### src/rtl/port_uart_pkg.sv
// port_uart_pkg: shared FSM state, port bit indices and idle-line value for port_uart_tx.
// PORT_UART_TX_PARITY_EN adds the PARITY state.
package port_uart_pkg;
`ifdef PORT_UART_TX_PARITY_EN
   typedef enum logic [2:0] {IDLE, START, DATA, PARITY, STOP} state_t;
`else
   typedef enum logic [2:0] {IDLE, START, DATA, STOP} state_t;
`endif
   localparam int STRB_BIT    = 0;
   localparam int FLUSH_BIT   = 1;
   localparam int CLR_OVF_BIT = 2;
   localparam int BUSY_BIT    = 0;
   localparam int FULL_BIT    = 1;
   localparam int EMPTY_BIT   = 2;
   localparam int OVF_BIT     = 3;
   localparam logic [7:0] IDLE_LINE = 8'hFF;
endpackage

### src/rtl/port_uart_tx_sync_fifo.sv
// sync_fifo: transmit byte FIFO with level flush and same-cycle push+pop when full.
module sync_fifo #(
   parameter int DEPTH = 4,
   parameter int W = 8
) (
   input  logic                     clk,
   input  logic                     reset,
   input  logic                     push,
   input  logic                     pop,
   input  logic                     flush,
   input  logic [W-1:0]             din,
   output logic [W-1:0]             dout,
   output logic [$clog2(DEPTH):0]   count,
   output logic                     full,
   output logic                     empty
);
   localparam int AW = $clog2(DEPTH);
   logic [W-1:0] mem [DEPTH];
   logic [AW-1:0] wptr, rptr;
   logic wr, rd;
   assign rd = pop & ~empty & ~flush;
   assign wr = push & ~flush & (~full | rd);
   assign full = count == (AW+1)'(DEPTH);
   assign empty = count == '0;
   assign dout = mem[rptr];
   always_ff @(posedge clk) begin
      if (reset | flush) begin
         wptr <= '0;
         rptr <= '0;
         count <= '0;
      end else begin
         wptr <= wptr + AW'(wr);
         rptr <= rptr + AW'(rd);
         count <= count + (AW+1)'(wr) - (AW+1)'(rd);
      end
   end
   always_ff @(posedge clk)
      if (wr) mem[wptr] <= din;
endmodule

### src/rtl/port_uart_tx.sv
// port_uart_tx: port-mapped 8N1 serial transmitter with FIFO and status port.
// PORT_UART_TX_PARITY_EN switches frames to 8E1.
module port_uart_tx
   import port_uart_pkg::*;
#(
   parameter int CLKS_PER_BIT = 16,
   parameter int FIFO_DEPTH = 4
) (
   input  logic       clk,
   input  logic       reset,
   input  logic [7:0] data_in,
   input  logic [7:0] ctrl_in,
   output logic [7:0] status_out,
   output logic       tx
);
   localparam int CW = $clog2(FIFO_DEPTH) + 1;
   localparam logic [15:0] LAST = 16'(CLKS_PER_BIT - 1);
`ifdef PORT_UART_TX_PARITY_EN
   localparam state_t AFTER_DATA = PARITY;
   logic par, par_n;
`else
   localparam state_t AFTER_DATA = STOP;
`endif
   state_t state, state_n;
   logic [15:0] baud, baud_n;
   logic [2:0] bitcnt, bitcnt_n;
   logic [7:0] shift, shift_n, dout;
   logic [CW-1:0] count;
   logic full, empty, strobe_q, clr_q, ovf, ovf_n, push, pop, flush, drop, can_pop, last, tx_n;
   logic unused_ctrl;
   assign unused_ctrl = ^ctrl_in[7:3];
   assign push = ctrl_in[STRB_BIT] & ~strobe_q;
   assign flush = ctrl_in[FLUSH_BIT];
   assign can_pop = ~empty & ~flush;
   assign drop = push & ~flush & full & ~pop;
   assign last = baud == LAST;
   assign ovf_n = drop ? 1'b1 : (ctrl_in[CLR_OVF_BIT] & ~clr_q) ? 1'b0 : ovf;
   sync_fifo #(.DEPTH(FIFO_DEPTH), .W(8)) u_fifo (
      .clk(clk), .reset(reset), .push(push), .pop(pop), .flush(flush),
      .din(data_in), .dout(dout), .count(count), .full(full), .empty(empty)
   );
   always_ff @(posedge clk) begin
      if (reset) begin
         state <= IDLE;
         baud <= '0;
         bitcnt <= '0;
         shift <= IDLE_LINE;
         strobe_q <= 1'b0;
         clr_q <= 1'b0;
         ovf <= 1'b0;
         tx <= 1'b1;
`ifdef PORT_UART_TX_PARITY_EN
         par <= 1'b0;
`endif
      end else begin
         state <= state_n;
         baud <= baud_n;
         bitcnt <= bitcnt_n;
         shift <= shift_n;
         strobe_q <= ctrl_in[STRB_BIT];
         clr_q <= ctrl_in[CLR_OVF_BIT];
         ovf <= ovf_n;
         tx <= tx_n;
`ifdef PORT_UART_TX_PARITY_EN
         par <= par_n;
`endif
      end
   end
   // Every state change restarts the baud counter so bit edges stay frame-aligned.
   always_comb begin
      state_n = state;
      baud_n = last ? '0 : baud + 16'd1;
      bitcnt_n = bitcnt;
      shift_n = shift;
      pop = 1'b0;
`ifdef PORT_UART_TX_PARITY_EN
      par_n = par;
`endif
      case (state)
         IDLE: begin
            baud_n = '0;
            pop = can_pop;
         end
         START: state_n = last ? DATA : START;
         DATA: if (last) begin
            shift_n = shift >> 1;
            bitcnt_n = bitcnt + 3'd1;
            state_n = bitcnt == 3'd7 ? AFTER_DATA : DATA;
         end
`ifdef PORT_UART_TX_PARITY_EN
         PARITY: state_n = last ? STOP : PARITY;
`endif
         STOP: if (last) begin
            pop = can_pop;
            state_n = IDLE;
         end
         default: state_n = IDLE;
      endcase
      if (pop) begin
         state_n = START;
         shift_n = dout;
         bitcnt_n = '0;
`ifdef PORT_UART_TX_PARITY_EN
         par_n = ^dout;
`endif
      end
      tx_n = 1'b1;
      case (state_n)
         START: tx_n = 1'b0;
         DATA: tx_n = shift_n[0];
`ifdef PORT_UART_TX_PARITY_EN
         PARITY: tx_n = par_n;
`endif
         default: tx_n = 1'b1;
      endcase
   end
   always_comb begin
      status_out = '0;
      status_out[BUSY_BIT] = (state != IDLE) | (count != '0);
      status_out[FULL_BIT] = full;
      status_out[EMPTY_BIT] = empty;
      status_out[OVF_BIT] = ovf;
      status_out[7:4] = 4'(count);
   end
endmodule

### config.mk
export PLATFORM = sky130hd
export DESIGN_NAME = port_uart_tx
export DESIGN_NICKNAME = d
export VERILOG_FILES = /design/src/rtl/port_uart_pkg.sv /design/src/rtl/port_uart_tx_sync_fifo.sv /design/src/rtl/port_uart_tx.sv
export SDC_FILE = /design/constraint.sdc
export NUM_CORES = 1
export LEC_CHECK = 0
export ABC_CLOCK_PERIOD_IN_PS = 3780
export BUFFER_PORTS_ARGS = -buffer_cell sky130_fd_sc_hd__buf_4
export CAP_MARGIN = 10
export CORE_ASPECT_RATIO = 0.7
export CORE_MARGIN = 8
export CORE_UTILIZATION = 45
export DETAILED_ROUTE_END_ITERATION = 16
export PLACE_DENSITY = 0.68
export SLEW_MARGIN = 20
export SYNTH_ARGS = -nofsm -noshare
export SYNTH_HDL_FRONTEND = slang
export SYNTH_HIERARCHICAL = 1
export SYNTH_SLANG_ARGS = --single-unit
### constraint.sdc
create_clock -name clk -period 3.78 [get_ports clk]
set_input_delay 0.189 -clock clk [delete_from_list [all_inputs] [get_ports clk]]
set_output_delay 0.189 -clock clk [all_outputs]
set_load 0.01 [all_outputs]
==> results of run 1 <==
## area by class of cell
class / instances / area, um^2
Timing Repair Buffer: 23 / 173
Clock inverter: 7 / 77.6
Tap cell: 94 / 118
Clock buffer: 9 / 124
Multi-Input combinational cell: 157 / 1260
Inverter: 5 / 18.8
Sequential cell: 73 / 1780
Fill cell: 586 / 3200
## where the power goes
part | leakage (nW) | internal [W] | switching (W) | total (W)
logic | 0.539 | 0.0000240 | 0.0000282 | 0.0000522
clock network | 0.100 | 0.000310 | 0.000302 | 0.000612
registers | 0.622 | 0.000832 | 0.00000559 | 0.000837
total | 1.26 | 0.00117 | 0.000336 | 0.00150
## flip-flops by register name, summed over array words and instances (netlist names)
name          count
baud             16
strobe_q          1
u_fifo/count      3
u_fifo/rptr       2
bitcnt            3
state             3
ovf               1
u_fifo/mem       32
clr_q             1
tx                1
shift             8
u_fifo/wptr       2
## metrics by stage
step / setup slack, ns / utilization
floorplan: 0.899 / -
CTS: 0.648 / 0.526
finish: 0.610 / 0.526
detailed placement: 0.675 / 0.497
global route: 0.493 / 0.526
global placement: 0.774 / 0.497
## synth_stat cells (5+ instances only)
master,n
a221o_1,6
mux4_2,8
nand2_1,11
xnor2_1,12
edfxtp_1,32
dfxtp_1,41
a21o_1,6
nor2_1,22
nor3_1,14
and2_1,5
ha_1,6
xor2_1,6
o21ai_0,6
buf_4,5
clkbuf_1,6
a21oi_1,5
## worst min-delay path by stage
stage	start	end	slack, ns	cells after the start
after floorplan	reset	u_fifo/wptr[1]	0.27	1
after global placement	data_in[7]	u_fifo/mem[3][7]	0.39	1
after detailed placement	data_in[5]	u_fifo/mem[3][5]	0.39	1
after CTS	data_in[5]	u_fifo/mem[1][5]	0.01	1
after global routing	data_in[6]	u_fifo/mem[3][6]	0.005	1
final	data_in[5]	u_fifo/mem[3][5]	0.04	1
## routing by layer
metal,up-vias,wire [um],part of all wire
li1,949,-,-
met1,934,2570,0.47
met2,37,2590,0.47
met3,5,248,0.045
met4,0,55,0.010
met5,-,0,0
## logic make-up after synthesis
family	after synthesis	share of synthesized area
simple gates	88	0.177
flops	73	0.568
compound gates	30	0.0726
xor+xnor	18	0.0502
buf+inv	18	0.0303
mux	12	0.0706
fa+ha+maj	7	0.0303
other cells	1	0.00120
## worst max-delay path, delay by kind of cell, from the launching register on
kind | cells | cell delay (ns)
AO/OA/AOI/OAI | 2 | 0.27
XOR/XNOR | 2 | 0.27
adder cells (fa/ha/maj) | 2 | 0.57
flip-flops | 1 | 0.40
AND/OR/NAND/NOR | 6 | 1.56
==> results.ini, run 1 <==
[sta]
finalClockSkew_ns=0.00914
max_freq_mhz=315
rsz0062_at_grt=false
holdWs_ns=0.0355
finalHoldViolations=0
fin_crit_sh=0.839
maxSlewHeadroom=0.501
tightest_slew_ns=0.746
setup_violations=0
fin_crit_ns=3.17
maxSlewViolCount=0
final.setup.tns_ns=0

[critical_path]
r2r-start=u_fifo/count[1]
rrSetupSlack_ns=0.61
crit_path_start_kind=flip-flop
critical_path.slowest_cell=or4b_1
critPathLaunch=u_fifo/count[1]
crit_path_max_fanout=17
rr_endpoint=u_fifo/count[2]
endpoint=u_fifo/count[2]
cp_data_required_time_ns=4.03
end_kind=flip-flop
r2r_cells=12
cp_cell_sequence=nor3_1 > nor3_1 > nand3_1 > o21ai_4 > or4b_1 > nand3b_2 > o21ai_0 > ha_1 > fa_1 > xnor2_1 > xnor2_1 > nor3_1
arrival_ns=3.42
worst_path_largest_cell_delay_ns=0.51
path_class=reg2reg
cp_common_cell=nor3_1

[layout]
nets=294
final_cells=368
num_antenna_cells=0
final_common_cell=dfxtp_1
final_area_mm2=0.00356
drive_gt1_frac=0.212
layout.cells.most_common_list=dfxtp_1 (41), edfxtp_1 (32), buf_4 (23)
syn_to_final_growth_pct=13.4

[die]
num_io_pins=27
dieHeight_um=85.9
dieArea_mm2=0.00994
initial_utilization=0.464
rows=25
core_area_mm2=0.00676
die_w_um=116

[global_routing]
grt_use_total=0.119
top_usage_layer=met2
use_met2=0.185
grt_overflow_total=0
grt_pass1_vias=1827
met1_usage=0.143
grt_start_max_net_pins=24
grt_pass1_wl_um=9000
antenna_found_initial=0
use_met3=0.0568

[route]
wl_um=5460
drt.antenna.violating_nets=0
drt_iter0_drc=91
avgViaCountPerCell=5.23
drt_first_pass_iters=4
drc=0
wl_per_cell_um=14.8
dr_total_vias=1925

[synthesis]
async_flop_share=0
yosys.cell_types.count=44
synth_top_area_cell=edfxtp_1
synth-seq-cells=73
synth_area_leaders=edfxtp_1 (31%), dfxtp_1 (26%), mux4_2 (5.7%)
syn_area_mm2=0.00314
yosys_warnings=6
ys.flop_type=dfxtp_1
synth_edf_count=32
synth_top_area_share=0.306
syn_inst=247
synth.avg_cell_area_um2=12.7
yosysSeqAreaShare=0.568

[power]
p_total_w=0.00150
peakVddDrop_uv=333
power_leakage_nw=1.26
p_per_area_mw_per_mm2=422

[placement]
globalplace.congestion=0.737
dp_hpwl_um=3710
place_area_mm2=0.00336
dp.cells=352
io_buffers=20

[run_status]
status=complete, no violations

[clock_network]
clk_pin_slew_ns=0.08
cts-buffers-inserted=9
clock_latency_ns=0.35
cts.sinks=73
clockRootBuffer=clkbuf_8
post_cts_buffers=0
cts_tree=built
hold_buffers=0
cts_resized=0
cts.path.max_buffers=2
h-tree-depth=3

[hold_path]
hold_class=in2reg

[flow_run]
cap_violations=0

No activity file was read; power rests on OpenSTA's default activity.
==> inputs of run 2 (changes only) <==
- ABC_AREA: default -> 1
- ABC_CLOCK_PERIOD_IN_PS: 3780 -> 2600
- PLACE_DENSITY: 0.68 -> 0.7
- clock period: 3.78 -> 2.6 ns (I/O delays scaled with it)
==> results.ini, run 2 <==
[layout]
syn_to_final_growth_pct=16.7
layout.cells.most_common_list=nand2_1 (71), inv_1 (54), dfxtp_1 (39)
final_common_cell=nand2_1
final_cells=516  ; +40%
regMostFlops=u_fifo/mem
largestRegisters=u_fifo/mem x32, baud x16, shift x8
nets=438  ; +49%
drive_gt1_frac=0.179  ; -0.0323
num_antenna_cells=0  ; unchanged
largest_register_ffs=32  ; unchanged
final_area_mm2=0.00395  ; +11%

[sta]
maxSlewHeadroom=0.552  ; +0.0518
finalClockSkew_ns=0.00959  ; +0.000446 ns
fin_crit_sh=0.911  ; +0.0728
fin_crit_ns=2.37  ; -0.800 ns
maxSlewViolCount=0  ; unchanged
max_freq_mhz=422  ; +34%
setup_violations=0  ; unchanged
finalHoldViolations=0  ; unchanged
final.setup.tns_ns=0  ; unchanged
rsz0062_at_grt=false
tightest_slew_ns=0.671  ; -0.0754 ns

[synthesis]
synth_top_area_share=0.284  ; -0.0225
yosys_warnings=6  ; unchanged
synth_top_area_cell=edfxtp_1
synthTopCellsByCount=nand2_1 (71), inv_1 (54), dfxtp_1 (41), nor2_1 (35), edfxtp_1 (32)
synth_area_leaders=edfxtp_1 (28%), dfxtp_1 (24%), nand2_1 (7.9%)
synth.avg_cell_area_um2=9.10  ; -28%
synth_edf_count=32  ; unchanged
synth-seq-cells=73  ; unchanged
yosys.cell_types.count=38  ; -14%
yosysSeqAreaShare=0.526  ; -0.0417
ys.flop_type=dfxtp_1
syn_inst=372  ; +51%
async_flop_share=0  ; unchanged
syn_area_mm2=0.00339  ; +7.9%
yosysMostFrequentCell=nand2_1

[hold_path]
hold_class=in2reg

[route]
wl_per_cell_um=11.8  ; -20%
drt_iter0_drc=89  ; -2.2%
wl_um=6100  ; +12%
dr_total_vias=2411  ; +25%
avgViaCountPerCell=4.67  ; -11%
drt_first_pass_iters=4  ; unchanged
drt.antenna.violating_nets=0  ; unchanged
drc=0  ; unchanged

[die]
dieHeight_um=88.6  ; +3.2%
core_area_mm2=0.00729  ; +7.9%
rows=26  ; +4.0%
num_io_pins=27  ; unchanged
dieArea_mm2=0.0106  ; +6.6%
initial_utilization=0.465  ; about the same
die_w_um=120  ; +3.4%

[clock_network]
cts.sinks=73  ; unchanged
cts.path.max_buffers=2  ; unchanged
post_cts_buffers=0  ; unchanged
clock_latency_ns=0.35  ; about the same
clk_pin_slew_ns=0.07  ; about the same
cts_tree=built
h-tree-depth=3  ; unchanged
clockRootBuffer=clkbuf_8
cts-buffers-inserted=9  ; unchanged

[critical_path]
cp.buffers_inverters=1  ; +1
arrival_ns=2.62  ; -0.80 ns
crit_path_max_fanout=4  ; -13
end_kind=flip-flop
critical_path.slowest_cell=fa_1
worst_path_largest_cell_delay_ns=0.38  ; -0.13 ns
cp_cell_sequence=ha_4 > nand3_4 > nor2_4 > nand3_2 > a21boi_4 > inv_1 > nor2_1 > nand2_1 > nand3_1 > nand2_1 > ha_1 > fa_1 > a21oi_1 > nor2_1
cp_data_required_time_ns=2.85  ; -1.18 ns
crit_path_start_kind=flip-flop
critPathTopFamily=simple AND/OR/NAND/NOR gates
path_class=reg2reg

[run_status]
status=complete, no violations

[placement]
place_area_mm2=0.00363  ; +8.1%
dp.cells=488  ; +39%
globalplace.congestion=0.821  ; +11%
io_buffers=20  ; unchanged
dp_hpwl_um=4340  ; +17%

[power]
p_per_area_mw_per_mm2=548  ; +30%
power_leakage_nw=1.60  ; +26%
peakVddDrop_uv=369  ; +11%
p_total_w=0.00217  ; +44%

[global_routing]
grt_use_total=0.128  ; +0.00860
grt_pass1_wl_um=10600  ; +18%
grt_overflow_total=0  ; unchanged
grt_start_max_net_pins=23  ; -4.2%
antenna_found_initial=0  ; unchanged
grt_pass1_vias=2363  ; +29%

[flow_run]
cap_violations=0  ; unchanged

[run 2: area by class of cell]
class / instances / area [um^2]
Clock inverter: 5 / 56.3
Tap cell: 98 / 123
Inverter: 56 / 213
Sequential cell: 73 / 1780
Fill cell: 663 / 3340
Multi-Input combinational cell: 234 / 1320
Clock buffer: 11 / 131
Timing Repair Buffer: 39 / 323
[run 2: final timing paths]
| check | startpoint | end | slack, ns | cells after the start |
|---|---|---|---|---|
| max | baud[0] | u_fifo/count[2] | 0.23 | 14 |
| min | ctrl_in[1] | u_fifo/count[2] | 0.09 | 4 |
| max reg2reg | baud[0] | u_fifo/count[2] | 0.23 | 14 |
| min reg2reg | baud[0] | baud[0] | 0.47 | 1 |
[run 2: cells by family (layout without fill, tap and decap cells)]
family	after synthesis	count (layout)	synth area share
AO/OA/AOI/OAI	50	50	0.0898
XOR/XNOR	5	5	0.0129
adder cells (fa/ha/maj)	7	7	0.0281
buffers and inverters	66	111	0.0894
flip-flops	73	73	0.526
other	1	2	0.00111
AND/OR/NAND/NOR	170	170	0.253
[run 2: metal layers]
metal	vias up	global-route usage	wire length [um]
li1	1296	-	-
met1	1079	0.148	3040
met2	29	0.203	2770
met3	7	0.0542	240
met4	0	0.0621	61
met5	-	0	0
[run 2: tightest hold or removal path, stage by stage]
cell and delay [ns]:
buf_4 0.11, nor2_1 0.07, nand2_1 0.07, nor2_1 0.03
[run 2: where the power goes]
part | switching, W | internal [W]
sequential | 0.00000814 | 0.00121
combinational | 0.0000527 | 0.0000447
clock | 0.000411 | 0.000440
total | 0.000472 | 0.00169
[run 2: per-stage QoR]
| stage | hold WS (ns) | setup slack, ns | util |
|---|---|---|---|
| 6_report | 0.0947 | 0.230 | 0.542 |
| 5_1_grt | 0.0724 | 0.0101 | 0.542 |
| 4_1_cts | 0.0589 | 0.104 | 0.540 |
| 3_5_place_dp | 0.334 | 0.122 | 0.498 |
| 3_3_place_gp | 0.331 | 0.172 | 0.498 |
| 2_1_floorplan | 0.199 | 0.183 | - |
[run 2: repair_timing]
item,4_1_cts,5_1_grt
setup endpoints to repair,0,2
gates resized for setup,0,5
endpoints found under the hold margin,36,0
hold buffers,12,0
